**src/rtl/uart_sched_pkg.sv**
```systemverilog
// uart_sched_pkg: shared sequencer state encoding and default sizing for the UART transmit scheduler
package uart_sched_pkg;
    localparam int DEF_DEPTH = 8;
    localparam int DEF_AW = 3;
    localparam int DEF_START_TO = 4;
    localparam int DEF_GAP = 0;
    typedef enum logic [2:0] {ST_IDLE, ST_LAUNCH, ST_WAIT_START, ST_WAIT_DONE, ST_GAP} state_t;
endpackage

```
**src/rtl/uart_tx_sched_if.sv**
```systemverilog
// uart_tx_sched_if: requester, flush, uart handshake and fifo status signals of the transmit scheduler
interface uart_tx_sched_if import uart_sched_pkg::*; #(parameter int AW = DEF_AW);
    logic a_valid;
    logic [7:0] a_data;
    logic a_ready;
    logic b_valid;
    logic [7:0] b_data;
    logic b_ready;
    logic flush;
    logic uart_busy;
    logic uart_transmit;
    logic [7:0] uart_tx_byte;
    logic [AW:0] fifo_count;
    logic fifo_full;
    logic fifo_empty;
    logic start_err;
    modport master (
        output a_valid, a_data, b_valid, b_data, flush, uart_busy,
        input a_ready, b_ready, uart_transmit, uart_tx_byte, fifo_count, fifo_full, fifo_empty, start_err
    );
    modport slave (
        input a_valid, a_data, b_valid, b_data, flush, uart_busy,
        output a_ready, b_ready, uart_transmit, uart_tx_byte, fifo_count, fifo_full, fifo_empty, start_err
    );
endinterface

```
**src/rtl/uart_tx_sched_fifo.sv**
```systemverilog
// sched_fifo: synchronous byte FIFO with flush; flush overrides push and pop, pointers wrap modulo DEPTH
module sched_fifo import uart_sched_pkg::*; #(
    parameter int DEPTH = DEF_DEPTH,
    parameter int AW = DEF_AW
) (
    input  logic clk,
    input  logic reset_n,
    input  logic push,
    input  logic pop,
    input  logic flush,
    input  logic [7:0] din,
    output logic [7:0] dout,
    output logic [AW:0] count,
    output logic full,
    output logic empty
);
    logic [7:0] mem [DEPTH];
    logic [AW-1:0] wr_ptr, rd_ptr;
    logic do_push, do_pop;
    assign full = count == (AW+1)'(DEPTH);
    assign empty = count == '0;
    assign do_push = push & ~full & ~flush;
    assign do_pop = pop & ~empty & ~flush;
    assign dout = mem[rd_ptr];
    always_ff @(posedge clk)
        if (do_push) mem[wr_ptr] <= din;
    always_ff @(posedge clk) begin
        if (!reset_n || flush) begin
            wr_ptr <= '0;
            rd_ptr <= '0;
            count <= '0;
        end else begin
            wr_ptr <= wr_ptr + AW'(do_push);
            rd_ptr <= rd_ptr + AW'(do_pop);
            count <= count + (AW+1)'(do_push) - (AW+1)'(do_pop);
        end
    end
endmodule

```
**src/rtl/uart_tx_sched.sv**
```systemverilog
// uart_tx_sched: round-robin arbiter of two byte sources into a FIFO, sequencing one-byte-at-a-time uart launches
module uart_tx_sched import uart_sched_pkg::*; #(
    parameter int DEPTH = DEF_DEPTH,
    parameter int AW = DEF_AW,
    parameter int START_TO = DEF_START_TO,
    parameter int GAP = DEF_GAP
) (
    input logic clk,
    input logic reset_n,
    uart_tx_sched_if.slave bus
);
    state_t state, state_d;
    logic pref_b, a_push, b_push, push, pop, timeout, gap_done;
    logic [3:0] cnt;
    logic [7:0] din, head;
    assign bus.a_ready = ~bus.fifo_full & ~bus.flush & (~bus.b_valid | ~pref_b);
    assign bus.b_ready = ~bus.fifo_full & ~bus.flush & (~bus.a_valid | pref_b);
    assign a_push = bus.a_valid & bus.a_ready;
    assign b_push = bus.b_valid & bus.b_ready;
    assign push = a_push | b_push;
    assign din = a_push ? bus.a_data : bus.b_data;
    assign pop = state == ST_LAUNCH;
    assign timeout = cnt == 4'(START_TO - 1);
    assign gap_done = cnt == 4'(GAP - 1);
    sched_fifo #(.DEPTH(DEPTH), .AW(AW)) u_fifo (
        .clk(clk),
        .reset_n(reset_n),
        .push(push),
        .pop(pop),
        .flush(bus.flush),
        .din(din),
        .dout(head),
        .count(bus.fifo_count),
        .full(bus.fifo_full),
        .empty(bus.fifo_empty)
    );
    always_comb begin
        state_d = state;
        case (state)
            ST_IDLE:       state_d = (~bus.fifo_empty & ~bus.uart_busy & ~bus.flush) ? ST_LAUNCH : ST_IDLE;
            ST_LAUNCH:     state_d = ST_WAIT_START;
            ST_WAIT_START: state_d = bus.uart_busy ? ST_WAIT_DONE : timeout ? ST_IDLE : ST_WAIT_START;
            ST_WAIT_DONE:  state_d = bus.uart_busy ? ST_WAIT_DONE : (GAP > 0) ? ST_GAP : ST_IDLE;
            ST_GAP:        state_d = gap_done ? ST_IDLE : ST_GAP;
            default:       state_d = ST_IDLE;
        endcase
    end
    always_ff @(posedge clk) begin
        if (!reset_n) begin
            state <= ST_IDLE;
            cnt <= '0;
            pref_b <= 1'b0;
            bus.uart_transmit <= 1'b0;
            bus.uart_tx_byte <= 8'h00;
            bus.start_err <= 1'b0;
        end else begin
            state <= state_d;
            cnt <= (state_d != state) ? 4'd0 : cnt + 4'd1;
            pref_b <= push ? a_push : pref_b;
            bus.uart_transmit <= pop;
            bus.uart_tx_byte <= pop ? head : bus.uart_tx_byte;
            bus.start_err <= bus.flush ? 1'b0 : (state == ST_WAIT_START && !bus.uart_busy && timeout) ? 1'b1 : bus.start_err;
        end
    end
endmodule

```
**src/flat_wrapper.sv**
```systemverilog
// flat-port wrapper written by rule: the top's interface ports become plain ports
module uart_tx_sched_flat import uart_sched_pkg::*;
#(
    parameter int DEPTH = DEF_DEPTH,
    parameter int AW = DEF_AW,
    parameter int START_TO = DEF_START_TO,
    parameter int GAP = DEF_GAP
)
  (clk, reset_n, bus_a_valid, bus_a_data, bus_b_valid, bus_b_data, bus_flush, bus_uart_busy, bus_a_ready, bus_b_ready, bus_uart_transmit, bus_uart_tx_byte, bus_fifo_count, bus_fifo_full, bus_fifo_empty, bus_start_err);
  uart_tx_sched_if #(.AW(AW)) bus_i ();
  input logic clk;
  input logic reset_n;
  input wire logic [$bits(bus_i.a_valid)-1:0] bus_a_valid;
  input wire logic [$bits(bus_i.a_data)-1:0] bus_a_data;
  input wire logic [$bits(bus_i.b_valid)-1:0] bus_b_valid;
  input wire logic [$bits(bus_i.b_data)-1:0] bus_b_data;
  input wire logic [$bits(bus_i.flush)-1:0] bus_flush;
  input wire logic [$bits(bus_i.uart_busy)-1:0] bus_uart_busy;
  output wire logic [$bits(bus_i.a_ready)-1:0] bus_a_ready;
  output wire logic [$bits(bus_i.b_ready)-1:0] bus_b_ready;
  output wire logic [$bits(bus_i.uart_transmit)-1:0] bus_uart_transmit;
  output wire logic [$bits(bus_i.uart_tx_byte)-1:0] bus_uart_tx_byte;
  output wire logic [$bits(bus_i.fifo_count)-1:0] bus_fifo_count;
  output wire logic [$bits(bus_i.fifo_full)-1:0] bus_fifo_full;
  output wire logic [$bits(bus_i.fifo_empty)-1:0] bus_fifo_empty;
  output wire logic [$bits(bus_i.start_err)-1:0] bus_start_err;
  assign bus_i.a_valid = bus_a_valid;
  assign bus_i.a_data = bus_a_data;
  assign bus_i.b_valid = bus_b_valid;
  assign bus_i.b_data = bus_b_data;
  assign bus_i.flush = bus_flush;
  assign bus_i.uart_busy = bus_uart_busy;
  assign bus_a_ready = bus_i.a_ready;
  assign bus_b_ready = bus_i.b_ready;
  assign bus_uart_transmit = bus_i.uart_transmit;
  assign bus_uart_tx_byte = bus_i.uart_tx_byte;
  assign bus_fifo_count = bus_i.fifo_count;
  assign bus_fifo_full = bus_i.fifo_full;
  assign bus_fifo_empty = bus_i.fifo_empty;
  assign bus_start_err = bus_i.start_err;
  uart_tx_sched #(.DEPTH(DEPTH), .AW(AW), .START_TO(START_TO), .GAP(GAP)) u_core (.clk(clk), .reset_n(reset_n), .bus(bus_i));
endmodule
```
**config.mk**
```make
export PLATFORM = sky130hd
export DESIGN_NAME = uart_tx_sched_flat
export DESIGN_NICKNAME = d
export VERILOG_FILES = /design/src/rtl/uart_sched_pkg.sv /design/src/rtl/uart_tx_sched_if.sv /design/src/rtl/uart_tx_sched_fifo.sv /design/src/rtl/uart_tx_sched.sv /design/src/flat_wrapper.sv
export SDC_FILE = /design/constraint.sdc
export NUM_CORES = 1
export LEC_CHECK = 0
export ABC_CLOCK_PERIOD_IN_PS = 2350
export CORE_UTILIZATION = 51
export DETAILED_ROUTE_END_ITERATION = 6
export PLACE_DENSITY = 0.76
export SYNTH_ARGS = -nofsm -noshare
export SYNTH_HDL_FRONTEND = slang
export SYNTH_SLANG_ARGS = --single-unit
```
**constraint.sdc**
```tcl
create_clock -name clk -period 2.35 [get_ports clk]
set_input_delay 0.705 -clock clk [delete_from_list [all_inputs] [get_ports clk]]
set_output_delay 0.705 -clock clk [all_outputs]
set_load 0.02 [all_outputs]
```
==> out/metrics.yaml <==
power.internal_w: 0.002366
vias: 2315
yosys_warnings: 0
outcome: "finished clean"
drtPass1Iterations: 4
p_clk_share_pct: 34.3
routabilityCongestion: 0.7366
path_class: "reg2out"
setup_viol: 0
dp.cells: 419
drc: 0
finalPower_w: 0.003063
synth-compound-area-share_pct: 8.291
cp.arrival_ps: 1560
fin_skew_ps: 14.10
antenna_found_initial: 0
synth_top_family_by_area: "simple AND/OR/NAND/NOR gates"
core_region_area_um2: 7331
grt_usage_pct: 19.74
portBuffers: 39
drive_above_1_share_pct: 25.00
synthMuxAreaShare_pct: 9.694
timing.hold.ws_ps: 475.8
power_density_nw_per_um2: 638.1
fin_cells: 435
finalInstanceArea_um2: 4801
cts_num_sinks: 92
grt_pass1_vias: 2538
clkLatencyLatePin_ps: 370
worst_pin_slew_ps: 735.0
netlist_area_um2: 3924
period_share_pct: 96.31
fill_cells: 547
max_stage_delay_ps: 680
clock.fmax_mhz: 441.8
h-tree-depth: 3
fp.dieW_um: 89.72
max-vdd-ir-drop_mv: 0.2835
synth-adder-area-share_pct: 4.018
dieArea_um2: 8049
max-slew-margin-rel_pct: 51.00
root_buffer: "clkbuf_8"
grt_setup_unrepaired: "no"
vias_per_cell: 5.322
p_sw_w: 0.0006974
drt-wirelength-per-cell_um: 16.65
hpwl_mm: 5.075
ys_seq_area_share_pct: 63.27
tns_ps: 0
fin_nets: 365
ios: 40
synth_edf_count: 64
min_path_type: "reg2reg"
slew_violations: 0
clockBufferDepth: 2
hold_viol: 0
synth_cells: 271
syn_to_final_growth_pct: 22.35
pwr-share-comb_pct: 7.4
leakage_nw: 1.697
n_antenna_cell: 0
avgSynthCellArea_um2: 14.48
synthXorXnorAreaFrac_pct: 1.339
endpoint_kind: "output pin"
ys_seq_elements: 92
dieHeight_um: 89.72
numCtsBuffers: 9
path_delay_family: "buffers and inverters"
synthSimpleGateAreaFrac_pct: 10.84
syn-num-nets: 305
synth_cell_types: 46
drt_iter0_markers: 74
swShare_pct: 22.76
max-cap-violations: 0
crit_path_max_fanout: 4
power.share.sequential_pct: 58.3
drtAntennaViolNets: 0
fin_crit_ps: 2263
grt_max_degree: 18
startpoint_type: "flip-flop"
cts_setup_buffers: 0
cts_tree: "built"
synthArstFlopShare_pct: 0
dpl_cell_area_um2: 4606
overflow: 0
grt_pass1_wl_mm: 12.06
start_util_pct: 53.52
slowest_stage: "clkdlybuf4s50_1"
ys.flop_type: "edfxtp_1"
placementRows: 31
cp_cell_sequence: "clkdlybuf4s50_1"
wl_mm: 7.244
crit_buf_inv: 1
clk_pin_slew_ps: 90
required_ps: 1640
state kept, by name, indices dropped and copies added, names as in the netlist:
name,cells
u_core.bus.start_err,1
u_core.bus.uart_transmit,1
u_core.bus.uart_tx_byte,8
u_core.cnt,4
u_core.pref_b,1
u_core.state,3
u_core.u_fifo.count,4
u_core.u_fifo.mem,64
u_core.u_fifo.rd_ptr,3
u_core.u_fifo.wr_ptr,3
path summary, 6_finish.rpt:
path	from	end	slack, ps	cells past startpoint
worst max-delay path	u_core.u_fifo.count[0]	bus_fifo_count[0]	90	1
worst min-delay path	u_core.cnt[0]	u_core.cnt[0]	480	1
worst max register to register	u_core.u_fifo.count[2]	u_core.u_fifo.count[1]	130	10
worst min register to register	u_core.cnt[0]	u_core.cnt[0]	480	1
cells in the final DEF, fill, tap and decap left out, types with 3 or more instances in the layout:
cell	Yosys	final
edfxtp_1	64	64
clkdlybuf4s50_1	0	32
dfxtp_1	28	25
a211oi_1	16	16
buf_4	3	16
nor2_1	14	14
nor2b_1	11	11
clkbuf_8	0	10
mux2_4	8	8
mux2i_1	8	8
mux2_2	8	8
mux2_1	8	8
o22ai_1	8	8
a22o_1	8	8
ha_1	11	8
nand2_1	7	7
nor3_1	5	5
and2_1	5	5
inv_2	1	4
inv_1	7	4
nand2b_1	4	4
nor3_2	4	4
xnor2_1	4	4
nor2_2	3	3
dlygate4sd2_1	0	3
buf_12	0	3
power by group through the flow:
stage | Sequential, W | Clock [W] | Combinational, W
after floorplan | 0.00182 | 0 | 0.000128
after global placement | 0.00182 | 0 | 0.000227
after detailed placement | 0.00182 | 0 | 0.000231
after CTS | 0.00179 | 0.00107 | 0.000228
after global routing | 0.00179 | 0.00112 | 0.000248
final | 0.00179 | 0.00105 | 0.000226
layer usage:
layer / part of all wire [%] / global-route usage, %
met3: 3.1 / 3.553
met1: 43 / 22.83
met4: 2.9 / 11.34
met2: 51 / 34.42
met5: 0 / 0
through the flow:
step           setup slack [ps]  utilization, %
2_1_floorplan            -27.17               -
3_3_place_gp             -422.1           62.83
3_5_place_dp             -472.0           62.83
4_1_cts                  -9.370           65.47
5_1_grt                   27.20           65.49
6_report                  86.61           65.49
cells in the mapped netlist (3+ instances only):
| library cell | instances | area, um^2 |
|---|---|---|
| mux2_2 | 8 | 90.09 |
| mux2_4 | 8 | 120.1 |
| o22ai_1 | 8 | 50.05 |
| nand2_1 | 7 | 26.28 |
| xnor2_1 | 4 | 35.03 |
| nor3b_2 | 3 | 37.54 |
| a211oi_1 | 16 | 120.1 |
| nor2_2 | 3 | 18.77 |
| inv_1 | 7 | 26.28 |
| a22o_1 | 8 | 70.07 |
| mux2i_1 | 8 | 80.08 |
| nor3_2 | 4 | 40.04 |
| ha_1 | 11 | 137.6 |
| a21oi_1 | 3 | 15.01 |
| mux2_1 | 8 | 90.09 |
| nor2b_1 | 11 | 68.82 |
| buf_4 | 3 | 22.52 |
| clkbuf_1 | 3 | 11.26 |
| nand2b_1 | 4 | 25.02 |
| nor2_1 | 14 | 52.55 |
| nor3_1 | 5 | 25.02 |
| and2_1 | 5 | 31.28 |
| edfxtp_1 | 64 | 1922 |
| dfxtp_1 | 28 | 560.5 |
repair_timing:
action	CTS	global route
gates resized for setup	12	6
hold buffers	0	0
setup endpoints to repair	7	5
pin swaps	0	2
worst reg2reg max path: stages, from the launching register on:
cell     delay [ps]
dfxtp_4         370
inv_2            50
ha_2            160
nor3b_4         160
or3_4           360
ha_4            220
inv_2            60
ha_4            120
inv_2            40
fa_2            510
nor2_1           40
kinds of logic after synthesis:
logic type                 Yosys count
and+or+nand+nor                     68
muxes                               32
AOI/OAI and AO/OA                   43
DFF                                 92
xor gates and xnor gates             6
buffers and inverters               18
adders and majority gates           12
final cells by class:
class / count / area (um^2) / share of cell area, %
Clock buffer: 11 / 162.7 / 3.388
Clock inverter: 5 / 40.04 / 0.8340
Inverter: 9 / 38.79 / 0.8079
Multi-Input combinational cell: 161 / 1393 / 29.01
Sequential cell: 92 / 2489 / 51.84
Tap cell: 99 / 123.9 / 2.580
Timing Repair Buffer: 58 / 554.3 / 11.55
(Power assumes the default switching activity.)
